### src/rtl/fetch_stage_pkg.sv
// Shared pipeline package: reset/NOP defaults, control-flow opcodes,
// the IF/ID payload layout and small helpers used by the fetch stage.
package fetch_stage_pkg;

  localparam logic [31:0] RESET_PC_DEFAULT = 32'h0000_0000;
  localparam logic [31:0] NOP_INSN_DEFAULT = 32'h0000_0000;  // sll $0,$0,0

  localparam int COUNT_W = 16;

  // Opcode field [31:26] of the control-flow instructions decoded in ID.
  typedef enum logic [5:0] {
    OP_J   = 6'h02,
    OP_JAL = 6'h03,
    OP_BEQ = 6'h04,
    OP_BNE = 6'h05
  } opcodeT;

  // Payload carried by the IF/ID register.
  typedef struct packed {
    logic [31:0] insn;
    logic [31:0] pc4;
  } ifIdDataT;

  // Instruction addresses are word aligned; low two bits are dropped.
  function automatic logic [31:0] alignPc(input logic [31:0] addr);
    return {addr[31:2], 2'b00};
  endfunction

  // Counter increment that sticks at all-ones instead of wrapping.
  function automatic logic [COUNT_W-1:0] satInc(input logic [COUNT_W-1:0] cnt);
    return (cnt == {COUNT_W{1'b1}}) ? cnt : cnt + 1'b1;
  endfunction

endpackage

### src/rtl/fetch_stage_if_id.sv
// Generic pipeline stage register with hold, flush-to-bubble and a valid
// flag. Written for IF/ID but parameterised so later stages can reuse it.
module if_id_reg #(
  parameter int               WIDTH  = 64,
  parameter logic [WIDTH-1:0] BUBBLE = '0
) (
  input  logic             clk,
  input  logic             reset,
  input  logic             hold,
  input  logic             flush,
  input  logic [WIDTH-1:0] dataIn,
  output logic [WIDTH-1:0] dataOut,
  output logic             valid
);

  // Hold beats flush, flush beats a normal load; reset beats everything.
  always_ff @(posedge clk) begin
    if (reset) begin
      dataOut <= BUBBLE;
      valid   <= 1'b0;
    end else if (!hold) begin
      if (flush) begin
        dataOut <= BUBBLE;
        valid   <= 1'b0;
      end else begin
        dataOut <= dataIn;
        valid   <= 1'b1;
      end
    end
  end

endmodule

### src/rtl/fetch_stage.sv
// Instruction fetch stage: PC selection and register, IF/ID stage
// register, and saturating stall/flush statistics counters.
module fetch_stage
  import fetch_stage_pkg::*;
#(
  parameter logic [31:0] RESET_PC = RESET_PC_DEFAULT,
  parameter logic [31:0] NOP_INSN = NOP_INSN_DEFAULT
) (
  input  logic         clk,
  input  logic         reset,
  input  logic         PC_hold,
  input  logic         IFID_hold,
  input  logic         branch_taken,
  input  logic [31:0]  branch_target,
  input  logic         jump,
  input  logic [31:0]  jump_target,
  output logic [31:0]  imem_addr,
  input  logic [31:0]  imem_data,
  output logic [31:0]  pc_out,
  output logic [31:0]  ifid_insn,
  output logic [31:0]  ifid_pc4,
  output logic         ifid_valid,
  output logic [15:0]  stall_count,
  output logic [15:0]  flush_count
);

  localparam logic [63:0] IFID_BUBBLE = {NOP_INSN, 32'h0000_0000};

  logic [31:0]        pcReg;
  logic [31:0]        pcPlus4;
  logic [31:0]        nextPc;
  logic               redirect;
  ifIdDataT           ifIdIn;
  ifIdDataT           ifIdOut;
  logic [COUNT_W-1:0] stallCnt;
  logic [COUNT_W-1:0] flushCnt;

  // While the PC is frozen the ID operands are stale, so a branch or jump
  // seen in that cycle must not redirect fetch.
  assign redirect = (branch_taken | jump) & ~PC_hold;
  assign pcPlus4  = pcReg + 32'd4;

  // Next-PC mux: hold, then branch (wins over a simultaneous jump), then
  // jump, then sequential fetch.
  always_comb begin
    nextPc = pcReg;
    if (PC_hold) begin
      nextPc = pcReg;
    end else if (branch_taken) begin
      nextPc = alignPc(branch_target);
    end else if (jump) begin
      nextPc = alignPc(jump_target);
    end else begin
      nextPc = pcPlus4;
    end
  end

  // PC register; reset discards any pending stall or redirect.
  always_ff @(posedge clk) begin
    if (reset) begin
      pcReg <= alignPc(RESET_PC);
    end else begin
      pcReg <= nextPc;
    end
  end

  // Statistics: cycles spent stalled and redirects taken, both saturating.
  always_ff @(posedge clk) begin
    if (reset) begin
      stallCnt <= '0;
      flushCnt <= '0;
    end else begin
      if (PC_hold) begin
        stallCnt <= satInc(stallCnt);
      end
      if (redirect) begin
        flushCnt <= satInc(flushCnt);
      end
    end
  end

  assign ifIdIn.insn = imem_data;
  assign ifIdIn.pc4  = pcPlus4;

  // A stalled PC re-fetches the same word, so IF/ID takes a bubble instead
  // of duplicating it; a redirect squashes the wrong-path fetch likewise.
  if_id_reg #(
    .WIDTH  ($bits(ifIdDataT)),
    .BUBBLE (IFID_BUBBLE)
  ) ifIdReg (
    .clk     (clk),
    .reset   (reset),
    .hold    (IFID_hold),
    .flush   (redirect | PC_hold),
    .dataIn  (ifIdIn),
    .dataOut (ifIdOut),
    .valid   (ifid_valid)
  );

  assign imem_addr   = pcReg;
  assign pc_out      = pcReg;
  assign ifid_insn   = ifIdOut.insn;
  assign ifid_pc4    = ifIdOut.pc4;
  assign stall_count = stallCnt;
  assign flush_count = flushCnt;

endmodule

### config.mk
export PLATFORM = sky130hd
export DESIGN_NAME = fetch_stage
export DESIGN_NICKNAME = d
export VERILOG_FILES = /design/src/rtl/fetch_stage_pkg.sv /design/src/rtl/fetch_stage_if_id.sv /design/src/rtl/fetch_stage.sv
export SDC_FILE = /design/constraint.sdc
export NUM_CORES = 1
export LEC_CHECK = 0
export ABC_AREA = 1
export CAP_MARGIN = 15
export CELL_PAD_IN_SITES_DETAIL_PLACEMENT = 0
export CELL_PAD_IN_SITES_GLOBAL_PLACEMENT = 1
export CORE_AREA = 2 2 141 171
export CTS_CLUSTER_SIZE = 20
export DETAILED_ROUTE_END_ITERATION = 6
export DIE_AREA = 0 0 143 173
export PLACE_DENSITY_LB_ADDON = 0.1
export SYNTH_ARGS = -nofsm -noshare
export SYNTH_HDL_FRONTEND = slang
export SYNTH_HIERARCHICAL = 1
export SYNTH_SLANG_ARGS = --single-unit
### constraint.sdc
create_clock -name clk -period 1.9 [get_ports clk]
set_input_delay 0.475 -clock clk [delete_from_list [all_inputs] [get_ports clk]]
set_output_delay 0.475 -clock clk [all_outputs]
set_load 0.01 [all_outputs]
Word level (Yosys, flattened, before mapping)
Index checks and enable logic that the tools add are counted.
{"block": "op_classes", "order_cmp": 0, "shifts": 0, "bitwise_logic": 6, "multipliers": 0, "n_div": 0, "n_mux": 4, "add_sub_neg": 3, "n_eq_ne": 2, "reduce_logical": 2}
{"operator": "two-way mux 32 bit", "n": 2}
{"operator": "two-way mux 64 bit", "n": 1}
{"operator": "adder 16 x 1 -> 16 bit (second input constant)", "n": 2}
{"operator": "adder 32 x 3 -> 32 bit (second input constant)", "n": 1}
{"operator": "equality test 16 bit (second input constant)", "n": 2}
{"operator": "AND reduction 2 bit", "n": 2}
{"operator": "inverter 1 bit", "n": 3}
{"operator": "bitwise OR 1 bit", "n": 2}
{"operator": "bitwise AND 1 bit", "n": 1}
{"operator": "two-way mux 1 bit", "n": 1}
{"block": "totals", "out_inout_bits": 161, "wordCells": 22, "mem_bits_rw": 0, "ff_bits": 129, "memories": 0, "rom_bits": 0, "latch_bits": 0}

Depth between registers and ports, before layout
Gate-level depths: netlist of the first run.
{"block": "logic_depth", "ltp_word": 4, "mapped_depth": 10}

By module
The synthesis of the first run kept the hierarchy.
{"mod": "fetch_stage", "cells_per_inst": 755, "area_each_um2": 4609.4, "n_inst": 1}
{"mod": "if_id_reg", "cells_per_inst": 281, "area_each_um2": 2225.9, "n_inst": 1}

Worst setup path after synthesis of the first run
No wires, ideal clock.
{"block": "synth_path", "kind": "reg-to-reg", "from": "register flushCnt[0], in the netlist flush_count[0]", "to": "register flushCnt[10], in the netlist flush_count[10]", "arrival_time_ns": 1.521, "t_required_ns": 1.758, "path_stages_with_launch": 10, "setup_slack_ns": 0.237, "synth_period_minus_slack_ns": 1.663, "setup_time_ns": 0.142, "path_cell_list": "dfxtp_1 > ha_1 > nand3_1 > nor3_4 > nand3_2 > nand2_4 > inv_2 > buf_6 > nand2_1 > a21oi_2"}
{"block": "synth_via", "elab_chain_cells": 3, "word_cells_on_any_way": 4, "cone_classes": "add/sub (1); eq/ne (1); bitwise (1); reduce/logical (1)"}
{"element": "start, declared", "line": "fetch_stage.sv:36", "text": "logic [COUNT_W-1:0] flushCnt;"}
{"element": "start signal, assigned", "line": "fetch_stage.sv:77", "text": "flushCnt <= satInc(flushCnt);"}
{"element": "parallel branches: the longest is 3 deep, another holds adder 16 x 1 -> 16 bit"}
Several ways; the timed one is not identified.
A chain may end at the register's enable or synchronous reset.

Worst setup path after layout of the first run
{"block": "layout_path", "from": "register flushCnt[10], in the netlist flush_count[10]", "to": "output flush_count[10]"}
{"element": "end, declared", "line": "fetch_stage.sv:24", "text": "output logic [15:0] flush_count"}
No word-level cell between the ends.

==> flow_summary.json, run 1 <==
{
  "ys_ff_latch": 127,
  "critPathTopFamily": "buffers and inverters",
  "overflow": 0,
  "finalCritPeriodShare_pct": 98.4,
  "crit_slowest_cell": "clkdlybuf4s50_1",
  "dpl.cell_count": 1574,
  "max_freq_mhz": 535,
  "synth_area_leaders": "dfxtp_1, nand2_1, a21oi_1",
  "die_y_um": 173,
  "max_stage_delay_ns": 0.57,
  "start_kind": "flip-flop",
  "end_kind": "primary output",
  "root_buffer": "clkbuf_16",
  "ir_drop_mv": 0.563,
  "maxSlewViolCount": 0,
  "h-tree-depth": 4,
  "synth_top_area_cell": "dfxtp_1",
  "vias_per_cell": 4.52,
  "rows": 61,
  "arrival_ns": 1.39,
  "hp-class": "flip-flop to flip-flop",
  "dr.pass1.iters": 4,
  "worst-setup-path-type": "flip-flop to primary output",
  "grt_use_total_pct": 19.7,
  "ctsHoldBuffers": 0,
  "synth_top_area_share_pct": 37.2,
  "p_per_area_nw_per_um2": 689,
  "rsz0062_at_grt": "no",
  "clockBufferDepth": 2,
  "switchingPower_mw": 1.90,
  "totalWireLength_um": 24700,
  "start_util_pct": 29.8,
  "final_cells": 1607,
  "crit_chain": "clkdlybuf4s50_1",
  "worstPathMaxFanout": 5,
  "pwr-share-clk_pct": 45.8,
  "cts_tree": "done",
  "comb_power_share_pct": 14.7,
  "wl_met3_um": 1170,
  "status": "finished, final reports clean",
  "crit_buf_inv": 1,
  "fp.coreArea_um2": 23000,
  "ioPinCount": 263,
  "numCtsBuffers": 17,
  "drive_above_1_share_pct": 11.6,
  "p_seq_share_pct": 39.6,
  "post_cts_buffers": 0,
  "gp_congestion": 0.836,
  "place_ws_ns": -0.122,
  "seq_area_frac_synth_pct": 37.2,
  "fill_cells": 2433,
  "routed.top_layer": "met5",
  "cap_violations": 0,
  "dr_wl_met2_um": 12900,
  "grt_max_degree": 91,
  "internal-power_mw": 5.24,
  "ctsResizeCount": 55,
  "yosysUniqueCellTypes": 35,
  "drtAntennaViolNets": 0,
  "final_nets": 1383,
  "first_iter_violations": 423,
  "yosysWarnings": 6,
  "cellLeakagePower_nw": 3.94,
  "p_sw_share_pct": 26.6,
  "fin_skew_ns": 0.0109,
  "syn_area_um2": 6840,
  "critPathRequiredTime_ns": 1.42,
  "setup_viol": 0,
  "clkTransAtPathRegs_ns": 0.06,
  "vias": 7267,
  "cts.sinks": 127,
  "antenna_found_initial": 3,
  "place_hpwl_um": 18200,
  "numPortBuffers": 254,
  "synthCells": 1036,
  "whs_ns": 0.454,
  "total_power_mw": 7.14,
  "drc": 0,
  "fin_crit_ns": 1.87,
  "wl_met1_um": 10200,
  "avgSynthCellArea_um2": 6.60,
  "utilization_pct": 45.2,
  "setup_ws_ns": 0.0304,
  "syn2layout_area_growth_pct": 51.7,
  "wl_per_cell_um": 15.4,
  "grt_pass1_vias": 6919,
  "worstSkewPairLatency_ns": 0.42,
  "die_area_um2": 24700,
  "die_x_um": 143,
  "finalHoldViolCount": 0,
  "grt_pass1_wl_um": 37900
}
-- Yosys cell counts, drive strengths merged --
master	number
a21oi	153
a31oi	1
and2	1
buf	58
clkbuf	25
conb	1
dfxtp	127
ha	3
inv	56
nand2	325
nand3	47
nand3b	3
nand4	3
nor2	128
nor3	15
nor4	1
o21ai	59
or2	1
xnor2	8
xor2	21
-- placed cells by master (no fill, tap or decap), types with 3 or more instances in the layout --
cell type / Yosys / layout
a21oi_1: 140 / 140
a21oi_2: 13 / 13
buf_12: 0 / 8
buf_4: 40 / 40
clkbuf_16: 0 / 17
clkdlybuf4s50_1: 0 / 216
clkinv_4: 0 / 5
conb_1: 1 / 6
dfxtp_1: 127 / 91
dfxtp_2: 0 / 32
dfxtp_4: 0 / 4
dlygate4sd2_1: 0 / 25
dlymetal6s2s_1: 0 / 10
ha_1: 3 / 3
inv_1: 53 / 53
nand2_1: 321 / 321
nand3_1: 44 / 44
nand3_2: 3 / 3
nand3b_1: 3 / 3
nand4_1: 3 / 3
nor2_1: 123 / 121
nor2_2: 2 / 3
nor2_4: 3 / 4
nor3_1: 12 / 12
o21ai_0: 56 / 56
o21ai_1: 3 / 3
xnor2_1: 8 / 8
xor2_1: 21 / 21
-- final cells by class --
class | instances | area [um^2] | area share (%)
timing repair buffer | 301 | 2980 | 28.7
multi-input combinational | 775 | 3600 | 34.7
clock buffer | 19 | 443 | 4.27
inverter | 56 | 215 | 2.07
tap | 315 | 394 | 3.80
sequential | 127 | 2600 | 25.0
antenna | 2 | 5.00 | 0.0483
clock inverter | 12 | 138 | 1.33
-- per-layer routing --
layer  GRT usage (%)  vias up
met2            36.0      177
met1            23.1     3281
li1                -     3779
met5               0        -
met3            3.52       28
met4            6.23        2
-- sequential cells by signal (all words and copies together), names as in the netlist --
signal           flops
stall_count         16
imem_addr           30
ifIdReg/valid        1
ifIdReg/dataOut     64
flush_count         16
-- metrics by stage --
step,cell area [um^2],TNS [ns]
2_1_floorplan,6850,0
3_3_place_gp,9730,-3.59
3_5_place_dp,9730,-5.01
4_1_cts,10300,0
5_1_grt,10400,0
6_report,10400,0
-- final timing paths --
kind,start,to,slack (ns),depth (start not counted)
worst min register to register,ifIdReg/dataOut[61],ifIdReg/dataOut[61],0.45,2
worst max-delay path,flush_count[10],flush_count[10],0.03,1
worst max register to register,imem_addr[2],ifIdReg/dataOut[31],0.18,10
worst min-delay path,ifIdReg/dataOut[61],ifIdReg/dataOut[61],0.45,2
-- kinds of logic after synthesis --
logic type               count (synthesis)  synth area share [%]
AO/OA/AOI/OAI                          213                  16.3
AND/OR/NAND/NOR                        524                  31.5
flip-flops                             127                  37.2
other                                    1                0.0549
buffers and inverters                  139                  10.6
adder cells (fa/ha/maj)                  3                 0.549
XOR/XNOR                                29                  3.72
-- power groups by stage --
stage	Clock [mW]	Combinational, mW	Sequential, mW
floorplan	0	0.470	2.91
global placement	0	1.09	2.88
detailed placement	0	1.08	2.88
CTS	3.36	1.06	2.83
global route	3.46	1.14	2.84
finish	3.27	1.05	2.83
No activity file was read; power rests on OpenSTA's default activity.
==> run 2, diff against run 1 <==
- CTS_BUF_LIST: not set -> sky130_fd_sc_hd__clkbuf_8
- TNS_END_PERCENT: not set -> 50
- clock period: 1.9 -> 2.3 ns (I/O delays scaled with it)
==> run 2 against run 1 <==
Hold slack improved by 0.0012 ns. Cell count fell by 1.6%. Global-route usage rose by 0.095 points. Combinational power fell by 21%. Core utilization fell by 2.3 points. Highest routed layer unchanged.
==> flow_summary.json, run 2 (synthesis gave the netlist of run 1 again) <==
{
  "ir_drop_mv": 0.337,
  "rsz0062_at_grt": "no",
  "max_stage_delay_ns": 0.60,
  "arrival_ns": 1.54,
  "wl_met1_um": 10300,
  "ctsResizeCount": 0,
  "dr_wl_met2_um": 12700,
  "final_cell_mix": "nand2_1, clkdlybuf4s50_1, a21oi_1",
  "finalHoldViolCount": 0,
  "post_cts_buffers": 0,
  "place_hpwl_um": 18000,
  "die_y_um": 173,
  "fp.coreArea_um2": 23000,
  "numCtsBuffers": 17,
  "cts_tree": "done",
  "first_iter_violations": 237,
  "worstPathMaxFanout": 7,
  "root_buffer": "clkbuf_8",
  "start_kind": "flip-flop",
  "tightestPinTransition_ns": 0.522,
  "worst-setup-path-type": "flip-flop to primary output",
  "wl_per_cell_um": 15.5,
  "layout_commonest_cell": "nand2_1",
  "largest_register_ffs": 64,
  "setup_tns_ns": 0,
  "top_register": "ifIdReg/dataOut",
  "totalWireLength_um": 24500,
  "drive_above_1_share_pct": 7.03,
  "fin_skew_ns": 0.0200,
  "h-tree-depth": 4,
  "critPathRequiredTime_ns": 1.73,
  "crit_chain": "clkdlybuf4s50_1",
  "clockBufferDepth": 2,
  "maxSlewViolCount": 0,
  "routed.top_layer": "met5",
  "gp_congestion": 0.833,
  "fin_crit_ns": 2.12,
  "dr.pass1.iters": 4,
  "drc": 0,
  "crit_buf_inv": 1,
  "cap_violations": 0,
  "grt_max_degree": 91,
  "drtAntennaViolNets": 0,
  "vias_per_cell": 4.53,
  "die_area_um2": 24700,
  "syn2layout_area_growth_pct": 44.1,
  "rows": 61,
  "start_util_pct": 29.8,
  "antenna_found_initial": 2,
  "place_ws_ns": 0.185,
  "grt_pass1_vias": 6985,
  "die_x_um": 143,
  "ioPinCount": 263,
  "finalCritPeriodShare_pct": 92.1,
  "wl_met3_um": 1100,
  "hp-class": "flip-flop to flip-flop",
  "grt_pass1_wl_um": 38100,
  "setup_viol": 0,
  "final_nets": 1359,
  "grt_use_total_pct": 19.8,
  "max_freq_mhz": 472,
  "cts.sinks": 127,
  "status": "finished, final reports clean",
  "vias": 7162,
  "crit_slowest_cell": "clkdlybuf4s50_1",
  "relSlewSlack_pct": 65.2,
  "overflow": 0,
  "end_kind": "primary output",
  "numPortBuffers": 254,
  "critPathTopFamily": "buffers and inverters",
  "p_per_area_nw_per_um2": 510,
  "cellLeakagePower_nw": 3.43,
  "setup_ws_ns": 0.181,
  "ctsHoldBuffers": 0,
  "worstSkewPairLatency_ns": 0.43,
  "clkTransAtPathRegs_ns": 0.09
}
[run 2: cell count changes in the layout (fill, tap and decap cells not counted), moves of 4 or more]
cell | before | now
buf_12 | 8 | 3
buf_4 | 40 | 21
clkbuf_16 | 17 | 0
clkbuf_8 | 1 | 18
clkdlybuf4s50_1 | 216 | 251
dfxtp_1 | 91 | 127
dfxtp_2 | 32 | 0
dfxtp_4 | 4 | 0
dlygate4sd2_1 | 25 | 0
dlymetal6s2s_1 | 10 | 0
[run 2: per-stage QoR]
step	util (%)	total power, mW	hold slack [ns]	cell area, um^2	cells
floorplan	-	2.79	0.481	6850	1041
global placement	41.3	3.24	0.442	9480	1550
detailed placement	41.3	3.24	0.448	9480	1550
CTS	42.9	5.13	0.460	9850	1581
global route	42.9	5.31	0.477	9850	1581
finish	42.9	5.03	0.455	9850	1582
[run 2: cell type report]
| type | count | area, um^2 |
|---|---|---|
| fill | 2469 | 13100 |
| multi-input combinational | 775 | 3590 |
| timing repair buffer | 277 | 2740 |
| sequential | 127 | 2540 |
| tap | 315 | 394 |
| clock buffer | 18 | 248 |
| inverter | 56 | 215 |
| clock inverter | 13 | 118 |
| antenna | 1 | 2.50 |
[run 2: worst paths after layout]
path	start	end	slack, ns	cells after the start
max	flush_count[5]	flush_count[5]	0.18	1
min	ifIdReg/dataOut[61]	ifIdReg/dataOut[61]	0.46	2
max reg2reg	imem_addr[3]	imem_addr[26]	0.35	9
min reg2reg	ifIdReg/dataOut[61]	ifIdReg/dataOut[61]	0.46	2
[run 2: layer usage]
| layer | vias to the layer above | global-route usage, % |
|---|---|---|
| li1 | 3729 | - |
| met1 | 3244 | 23.3 |
| met2 | 169 | 35.8 |
| met3 | 18 | 4.38 |
| met4 | 2 | 5.49 |
| met5 | - | 0 |
[run 2: where the power goes]
| group | leakage (nW) | switching [mW] | internal, mW | total (mW) |
|---|---|---|---|---|
| Sequential | 1.03 | 0.0871 | 2.26 | 2.34 |
| Clock | 0.178 | 0.972 | 0.879 | 1.85 |
| Combinational | 2.22 | 0.400 | 0.430 | 0.830 |
==> run 3, diff against run 2 <==
- PLACE_DENSITY_LB_ADDON: 0.1 -> 0.2
==> run 3 against run 2 <==
The flow now finishes with violations (design-rule violations). Clock-buffer cell count unchanged. Setup slack worse by 0.019 ns. Clock power rose by 5%. Largest cell class unchanged.
==> flow_summary.json, run 3 (synthesis gave the netlist of run 1 again) <==
{
  "setup_tns_ns": 0,
  "grt_pass1_vias": 6900,
  "worst-setup-path-type": "flip-flop to primary output",
  "dpl.cell_count": 1549,
  "rows": 61,
  "layout_commonest_cell": "nand2_1",
  "setup_viol": 0,
  "place_ws_ns": 0.179,
  "crit_chain": "clkdlybuf4s50_1",
  "drtAntennaViolNets": 0,
  "finalCritPeriodShare_pct": 92.9,
  "vias": 7236,
  "final_area_um2": 9860,
  "relSlewSlack_pct": 58.6,
  "maxSlewViolCount": 0,
  "multi_input_area_um2": 3590,
  "place_area_um2": 9460,
  "numCtsBuffers": 17,
  "met3_usage_pct": 4.35,
  "gp_congestion": 0.835,
  "ctsHoldBuffers": 0,
  "drive_above_1_share_pct": 6.87,
  "cp.depth": 1,
  "overflow": 0,
  "root_buffer": "clkbuf_8",
  "crit_buf_inv": 1,
  "ioPinCount": 263,
  "min_from": "ifIdReg/dataOut[45]",
  "die_area_um2": 24700,
  "rsz0062_at_grt": "no",
  "grt_use_total_pct": 19.7,
  "dr.pass1.iters": 7,
  "place_hpwl_um": 18000,
  "fin_skew_ns": 0.0245,
  "largest_register_ffs": 64,
  "total_power_mw": 5.13,
  "cellLeakagePower_nw": 3.44,
  "cap_violations": 0,
  "drc": 1,
  "critPathTopFamily": "buffers and inverters",
  "antenna_found_initial": 4,
  "critPathRequiredTime_ns": 1.73,
  "use_met1_pct": 23.1,
  "worstPathMaxFanout": 7,
  "hp-class": "flip-flop to flip-flop",
  "ctsResizeCount": 0,
  "failed_checks": "design-rule violations",
  "cts_tree": "done",
  "status": "complete, but fails checks",
  "clockBufferDepth": 2,
  "finalHoldViolCount": 0,
  "start_util_pct": 29.8,
  "final_cell_mix": "nand2_1, clkdlybuf4s50_1, a21oi_1",
  "max_stage_delay_ns": 0.60,
  "final_cells": 1583,
  "reg2regPathDepth": 9,
  "use_met2_pct": 34.7,
  "fin_crit_ns": 2.14,
  "start_kind": "flip-flop",
  "hold_end": "ifIdReg/dataOut[45]",
  "fill_cells": 2474,
  "worstSkewPairLatency_ns": 0.45,
  "top_register": "ifIdReg/dataOut",
  "max_freq_mhz": 468,
  "utilization_pct": 42.9,
  "ff_latch_area_um2": 2540,
  "whs_ns": 0.464,
  "arrival_ns": 1.56,
  "grt_busiest_layer": "met2",
  "cts.sinks": 127,
  "numPortBuffers": 254,
  "fp.coreArea_um2": 23000,
  "clkTransAtPathRegs_ns": 0.09,
  "h-tree-depth": 4,
  "vias_per_cell": 4.57,
  "setup_ws_ns": 0.163,
  "end_kind": "primary output",
  "wl_per_cell_um": 15.6,
  "r2r-end": "imem_addr[26]",
  "first_iter_violations": 297,
  "grt_max_degree": 58,
  "tightestPinTransition_ns": 0.621,
  "r2r_start": "imem_addr[3]",
  "die_y_um": 173,
  "holdPathStages": 2,
  "post_cts_buffers": 0,
  "die_x_um": 143,
  "grt_pass1_wl_um": 37900,
  "syn2layout_area_growth_pct": 44.2,
  "totalWireLength_um": 24600,
  "final_nets": 1358,
  "p_per_area_nw_per_um2": 520,
  "reg2reg_slack_ns": 0.33,
  "ir_drop_mv": 0.288,
  "crit_slowest_cell": "clkdlybuf4s50_1"
}
==> run 3: report_power, final <==
| part | leakage, nW | switching, mW | internal (mW) |
|---|---|---|---|
| combinational | 2.21 | 0.403 | 0.425 |
| clock | 0.194 | 0.962 | 0.989 |
| sequential | 1.03 | 0.0926 | 2.26 |
==> run 3: routing by layer <==
layer	wire length (um)	vias up
li1	-	3728
met4	575	4
met3	1290	34
met5	23	-
met2	12700	194
met1	10000	3276
==> run 3: worst reg2reg max path, delay by kind of cell, from the launching register on <==
kind	cells	cell delay (ns)
flops	1	0.42
fa+ha+maj	1	0.26
buf+inv	1	0.10
simple gates	6	1.05
compound gates	1	0.11
==> run 3: worst max-delay path by stage <==
stage | startpoint | slack [ns] | endpoint
finish | imem_addr[18] | 0.16 | pc_out[18]
global route | imem_addr[27] | 0.07 | imem_addr[27]
CTS | imem_addr[16] | 0.13 | imem_addr[16]
detailed placement | jump | 0.18 | flush_count[7]
global placement | jump | 0.17 | flush_count[7]
floorplan | PC_hold | 0.58 | ifIdReg/dataOut[10]
==> run 3: cell type report <==
cell class / instances / area share [%]
multi-input combinational: 775 / 36.4
inverter: 56 / 2.18
timing repair buffer: 276 / 27.6
clock inverter: 14 / 1.45
sequential: 127 / 25.8
tap: 315 / 4.00
clock buffer: 18 / 2.51
antenna: 2 / 0.0508
